$ cat src/rtl/rank_stim_driver.sv
// rank_stim_driver: replays ALU vectors from a vector memory into a ranking core and checks its third-largest result.
// Define RANK_DRV_TIMEOUT_EN to enable the WAIT-state watchdog (TIMEOUT_CYCLES); otherwise timeout is held at 0.
module rank_stim_driver #(
  parameter int ADDR_W         = 8,
  parameter int GAP            = 0,
  parameter int TIMEOUT_CYCLES = 255
) (
  input  logic              clk,
  input  logic              rst,
  input  logic              go,
  input  logic [7:0]        cfg_count,
  input  logic [7:0]        expected,
  output logic [ADDR_W-1:0] vec_addr,
  input  logic [19:0]       vec_data,
  output logic              start,
  output logic [7:0]        count,
  output logic              valid,
  output logic [7:0]        data_A,
  output logic [7:0]        data_B,
  output logic [3:0]        instruction,
  input  logic              finish,
  input  logic [7:0]        third_largest,
  output logic              busy,
  output logic              done,
  output logic              pass,
  output logic [7:0]        result,
  output logic              timeout
);

`ifdef RANK_DRV_TIMEOUT_EN
  localparam bit WD_EN = 1'b1;
`else
  localparam bit WD_EN = 1'b0;
`endif
  localparam logic [3:0]  GAP_N   = 4'(GAP);
  localparam logic [15:0] WD_LAST = 16'(TIMEOUT_CYCLES - 1);

  typedef enum logic [2:0] {
    IDLE   = 3'd0,
    START  = 3'd1,
    SEND   = 3'd2,
    GAPW   = 3'd3,
    WAIT   = 3'd4,
    REPORT = 3'd5
  } state_t;

  state_t      state, state_nxt;
  logic [7:0]  cnt_lat, exp_lat, sent;
  logic [3:0]  gap_cnt;
  logic [15:0] wd_cnt;
  logic        wd_fire, timeout_q, accept;

  assign accept  = (state == IDLE) && go;
  assign wd_fire = WD_EN && (wd_cnt == WD_LAST);
  assign timeout = timeout_q & WD_EN;

  always_ff @(posedge clk or posedge rst) begin
    if (rst) state <= IDLE;
    else     state <= state_nxt;
  end

  always_comb begin
    state_nxt = state;
    case (state)
      IDLE:    if (go) state_nxt = START;
      START:   state_nxt = (cnt_lat == 8'd0) ? WAIT : SEND;
      SEND: begin
        if (sent == cnt_lat)     state_nxt = WAIT;
        else if (GAP_N != 4'd0)  state_nxt = GAPW;
        else                     state_nxt = SEND;
      end
      GAPW:    if (gap_cnt == GAP_N) state_nxt = SEND;
      WAIT:    if (finish || wd_fire) state_nxt = REPORT;
      REPORT:  state_nxt = IDLE;
      default: state_nxt = IDLE;
    endcase
  end

  // Outputs are loaded on the edge that enters the state they belong to,
  // so every output is a flop and the first beat lands the cycle after start.
  always_ff @(posedge clk or posedge rst) begin
    if (rst) begin
      start       <= 1'b0;
      count       <= '0;
      valid       <= 1'b0;
      data_A      <= '0;
      data_B      <= '0;
      instruction <= '0;
      vec_addr    <= '0;
      busy        <= 1'b0;
      done        <= 1'b0;
      pass        <= 1'b0;
      result      <= '0;
      timeout_q   <= 1'b0;
      cnt_lat     <= '0;
      exp_lat     <= '0;
      sent        <= '0;
      gap_cnt     <= '0;
      wd_cnt      <= '0;
    end else begin
      start <= (state_nxt == START);
      valid <= (state_nxt == SEND);
      done  <= (state_nxt == REPORT);

      if (accept) begin
        cnt_lat   <= cfg_count;
        exp_lat   <= expected;
        count     <= cfg_count;
        vec_addr  <= '0;
        sent      <= '0;
        timeout_q <= 1'b0;
        busy      <= 1'b1;
        pass      <= 1'b0;
        result    <= '0;
      end

      if (state_nxt == SEND) begin
        data_A      <= vec_data[19:12];
        data_B      <= vec_data[11:4];
        instruction <= vec_data[3:0];
        vec_addr    <= vec_addr + ADDR_W'(1);
        sent        <= sent + 8'd1;
      end

      if (state_nxt == GAPW)
        gap_cnt <= (state == GAPW) ? gap_cnt + 4'd1 : 4'd1;

      if (state_nxt == WAIT)
        wd_cnt <= (state == WAIT) ? wd_cnt + 16'd1 : '0;

      // Finish wins over an expiring watchdog in the same cycle.
      if (state == WAIT && state_nxt == REPORT) begin
        busy <= 1'b0;
        if (finish) begin
          result <= third_largest;
          pass   <= (third_largest == exp_lat);
        end else begin
          timeout_q <= 1'b1;
          result    <= '0;
          pass      <= 1'b0;
        end
      end
    end
  end

endmodule

$ cat config.mk
export PLATFORM = sky130hd
export DESIGN_NAME = rank_stim_driver
export DESIGN_NICKNAME = d
export VERILOG_FILES = /design/src/rtl/rank_stim_driver.sv
export SDC_FILE = /design/constraint.sdc
export NUM_CORES = 1
export LEC_CHECK = 0
export CAP_MARGIN = 20
export CORE_ASPECT_RATIO = 0.75
export CORE_MARGIN = 4
export CORE_UTILIZATION = 30
export CTS_CLUSTER_SIZE = 24
export DETAILED_ROUTE_END_ITERATION = 10
export PLACE_DENSITY = 0.61
export SLEW_MARGIN = 20
export SYNTH_ARGS = -nofsm -noshare
export SYNTH_HDL_FRONTEND = slang
export SYNTH_SLANG_ARGS = --single-unit
export TNS_END_PERCENT = 50
$ cat constraint.sdc
create_clock -name clk -period 2.4 [get_ports clk]
set_clock_uncertainty 0.05 [all_clocks]
set_input_delay 0.36 -clock clk [delete_from_list [all_inputs] [get_ports clk]]
set_output_delay 0.36 -clock clk [all_outputs]
set_load 0.01 [all_outputs]
==> key figures <==
Floorplan
  – Die area: 12970 sq um
  – Chip Height: 99.65 um
  – FP Rows: 33
  – Die width: 130.2 um
  – Core area: 10940 sq um
  – Io pins: 98
  – Starting Density: 0.3070

Timing
  – Final hold viol count: 0
  – Hold_ws: 0.2518 ns
  – Slew HR: 0.6305
  – Final period util: 0.8710
  – Final Max Tran Viols: 0
  – Tmin final: 2.090 ns
  – TNS Setup: 0 ns
  – Final WS setup: 0.3096 ns
  – Setup violators final: 0
  – Max Freq: 0.4784 GHz
  – RSZ-0062 raised after global routing: no
  – Slew at the pin with the worst max-slew slack: 0.5508 ns

Setup path
  – Worst-path cell chain: nor4_1, nand3_1, and3_1, o21ai_4, inv_2, buf_12, mux2_4
  – Startpoint Class: flop
  – Buf/Inv on CP: 2
  – CP Capture Type: flop
  – Worst-case reg-to-reg path depth: 7
  – Max stage delay on crit path: 0.42 ns
  – WP depth: 7
  – Family with the most delay on the worst path: simple AND/OR/NAND/NOR gates
  – Crit path max fanout: 23
  – Critical-path top delay cell: dfrtp_1
  – Critical path type: flop to flop
  – Crit path DAT: 2.25 ns
  – Crit path required time: 2.56 ns

Power
  – Gate power share: 0.444
  – P per Cell Area: 1259 nW/um^2
  – Psw: 2071 uW
  – Seq pwr share: 0.340
  – LEAKAGE: 0.002203 uW
  – Maximum vdd drop: 515.9 uV
  – Clock power frac: 0.216
  – Sw Share: 0.3421
  – P_int: 3982 uW

Synth
  – Top_reg_cell synth: dfrtp_1
  – Post-Syn Area: 3359 sq um
  – Post-synthesis simple-gate area fraction: 0.1780
  – Asr flop ratio synth: 1.000
  – Post-synthesis register bit count: 72
  – Synth Area per Inst: 10.73 sq um
  – Sequential fraction of the synthesis area: 0.5363
  – Post-synthesis cell count: 313
  – Xor-xnor portion of the synthesized cell area: 0.04693
  – Largest family of logic cells by synthesized area: simple AND/OR/NAND/NOR gates
  – Synth area leaders: dfrtp_1 (54%), nand2_1 (10%), mux2_4 (7.6%), mux2i_1 (3.9%), xor2_1 (2.9%)
  – Synth warn: 0
  – Synth Area in Adders: 0.01490
  – Area share of the largest cell type after synthesis: 0.5363
  – Portion of netlist area occupied by mux cells: 0.1281
  – Post-synth EDFFs: 0
  – Compound-Gate Fraction of Synth Area: 0.06629
  – Yosys cell types: 42
  – Area leader, netlist: dfrtp_1
  – Post-Syn Nets: 365

Worst hold path
  – Hold Crit Class: input port to asynchronous set/reset pin

Clock tree
  – Clock slew at reported path FFs: 0.05 ns
  – CTS Buf Count: 9
  – Clk root buf: clkbuf_16
  – Cts hold-fix bufs: 0
  – Clk buf depth: 2
  – Postcts setup bufs: 0
  – Worst-skew pair later-pin latency: 0.33 ns
  – CTS HTree Levels: 3
  – Post-cts resize count: 0
  – Clk sink count: 72
  – CTS tree: done

Placed design
  – DP HPWL: 5902 um
  – Worst slack at placement: 0.3521 ns
  – Gpl congestion: 0.7676
  – IO buf count: 96

Detailed routing
  – Per-cell routed wire length: 14.66 um
  – Vias per Instance: 4.613
  – DRC viols: 0
  – Antenna Violating Nets Remaining: 0
  – Wirelength, routed: 8208 um
  – Drt pass-1 iters: 4
  – Initial DRC count: 123
  – Via count: 2583

Global routing
  – Initial antenna violation count: 0
  – Vias in the first global route: 2561
  – Largest net degree at the start of global routing: 47
  – Grt ovf: 0
  – All-Layer GR Usage: 0.1329
  – First-pass GRT wire length: 13570 um

Cells and area
  – Fillcell total: 1045
  – Multi-input combinational cell area: 1463 sq um
  – Utilization after layout: 0.4393
  – Antenna cells: 0
  – Nets: 468
  – Fraction of layout cells with a size suffix above 1: 0.1238
  – Register area: 1802 sq um
  – Area Growth Syn to Fin: 43.09%

Run status
  – Run status: completed

Job
  – Max-capacitance violation count: 0
## sequential cells by signal, summed over array words and instances, names as in the netlist, 3 cells and up
| name | count |
|---|---|
| data_B | 8 |
| instruction | 4 |
| gap_cnt | 4 |
| data_A | 8 |
| exp_lat | 8 |
| state | 3 |
| sent | 8 |
| result | 8 |
| vec_addr | 8 |
| cnt_lat | 8 |
## power groups by stage
| stage | registers, uW | logic (uW) | clock network, uW |
|---|---|---|---|
| finish | 2060 | 2690 | 1310 |
| global route | 2120 | 2920 | 1410 |
| CTS | 2060 | 2730 | 1350 |
| detailed placement | 2080 | 2720 | 0 |
| global placement | 2060 | 2660 | 0 |
| floorplan | 2160 | 1470 | 0 |
## per-layer routing
metal  GRT usage  share of wire  up-vias
met3     0.05958          0.092       14
met5           0              0        -
met4     0.03435          0.014        0
met1      0.1829           0.49     1217
li1            -              -     1264
met2      0.1899           0.41       88
## cell usage after synthesis, types with 2 or more instances
| cell | instances |
|---|---|
| a21oi_1 | 2 |
| a22o_1 | 2 |
| and3_1 | 2 |
| buf_6 | 2 |
| clkbuf_1 | 9 |
| dfrtp_1 | 72 |
| ha_1 | 4 |
| inv_1 | 5 |
| mux2_2 | 4 |
| mux2_4 | 17 |
| mux2i_1 | 13 |
| nand2_1 | 92 |
| nand2b_1 | 5 |
| nand3_1 | 5 |
| nand4_1 | 4 |
| nor2_1 | 6 |
| nor3_1 | 4 |
| nor3b_1 | 2 |
| nor4_1 | 3 |
| nor4_4 | 2 |
| nor4b_1 | 2 |
| o211ai_1 | 2 |
| o21ai_0 | 19 |
| xnor2_1 | 7 |
| xor2_1 | 11 |
## kinds of logic (layout without fill, tap and decap cells)
family,count (synthesis),in the layout
other,1,1
adders and majority gates,4,4
AOI/OAI and AO/OA,34,34
xor gates and xnor gates,18,18
and+or+nand+nor,130,130
buffers and inverters,20,127
DFF,72,72
muxes,34,34
## through the flow
| step | cell area, sq um | std cells | total power (uW) |
|---|---|---|---|
| finish | 4807 | 560 | 6052 |
| global route | 4807 | 560 | 6454 |
| CTS | 4807 | 560 | 6142 |
| detailed placement | 4519 | 545 | 4793 |
| global placement | 4519 | 545 | 4720 |
| floorplan | 3359 | 313 | 3626 |
## path summary, 6_finish.rpt
| path | from | to | slack [ns] |
|---|---|---|---|
| setup / recovery | cnt_lat[2] | data_A[3] | 0.31 |
| hold / removal | rst | done | 0.25 |
| setup reg to reg | cnt_lat[2] | data_A[3] | 0.31 |
| hold reg to reg | gap_cnt[3] | gap_cnt[3] | 0.42 |
| max in group asynchronous | rst | vec_addr[1] | 1.49 |
| min in group clk | gap_cnt[3] | gap_cnt[3] | 0.42 |
## final cells by class
cell class,count,share of cell area
timing repair buffer,105,0.2192
multi-input combinational,221,0.3043
inverter,7,0.005466
clock buffer,11,0.05049
clock inverter,4,0.009370
sequential,72,0.3748
tap,140,0.03644
## worst register-to-register path, cell delays in order (launching register included)
cell and delay, ns:
dfrtp_1 0.42, nor4_1 0.33, nand3_1 0.20, and3_1 0.25, o21ai_4 0.18, inv_2 0.06, buf_12 0.17, mux2_4 0.32
## cell usage in the layout, fill, tap and decap left out, drive strengths merged, types with 5 or more instances in the layout
| cell | count |
|---|---|
| nand2 | 92 |
| nor2 | 6 |
| inv | 6 |
| dfrtp | 72 |
| mux2 | 21 |
| nand2b | 5 |
| xnor2 | 7 |
| mux2i | 13 |
| xor2 | 11 |
| clkdlybuf4s50 | 96 |
| nor4 | 5 |
| clkbuf | 11 |
| o21ai | 21 |
| buf | 9 |
| nand3 | 5 |
Power figures use the tool's default switching activity.
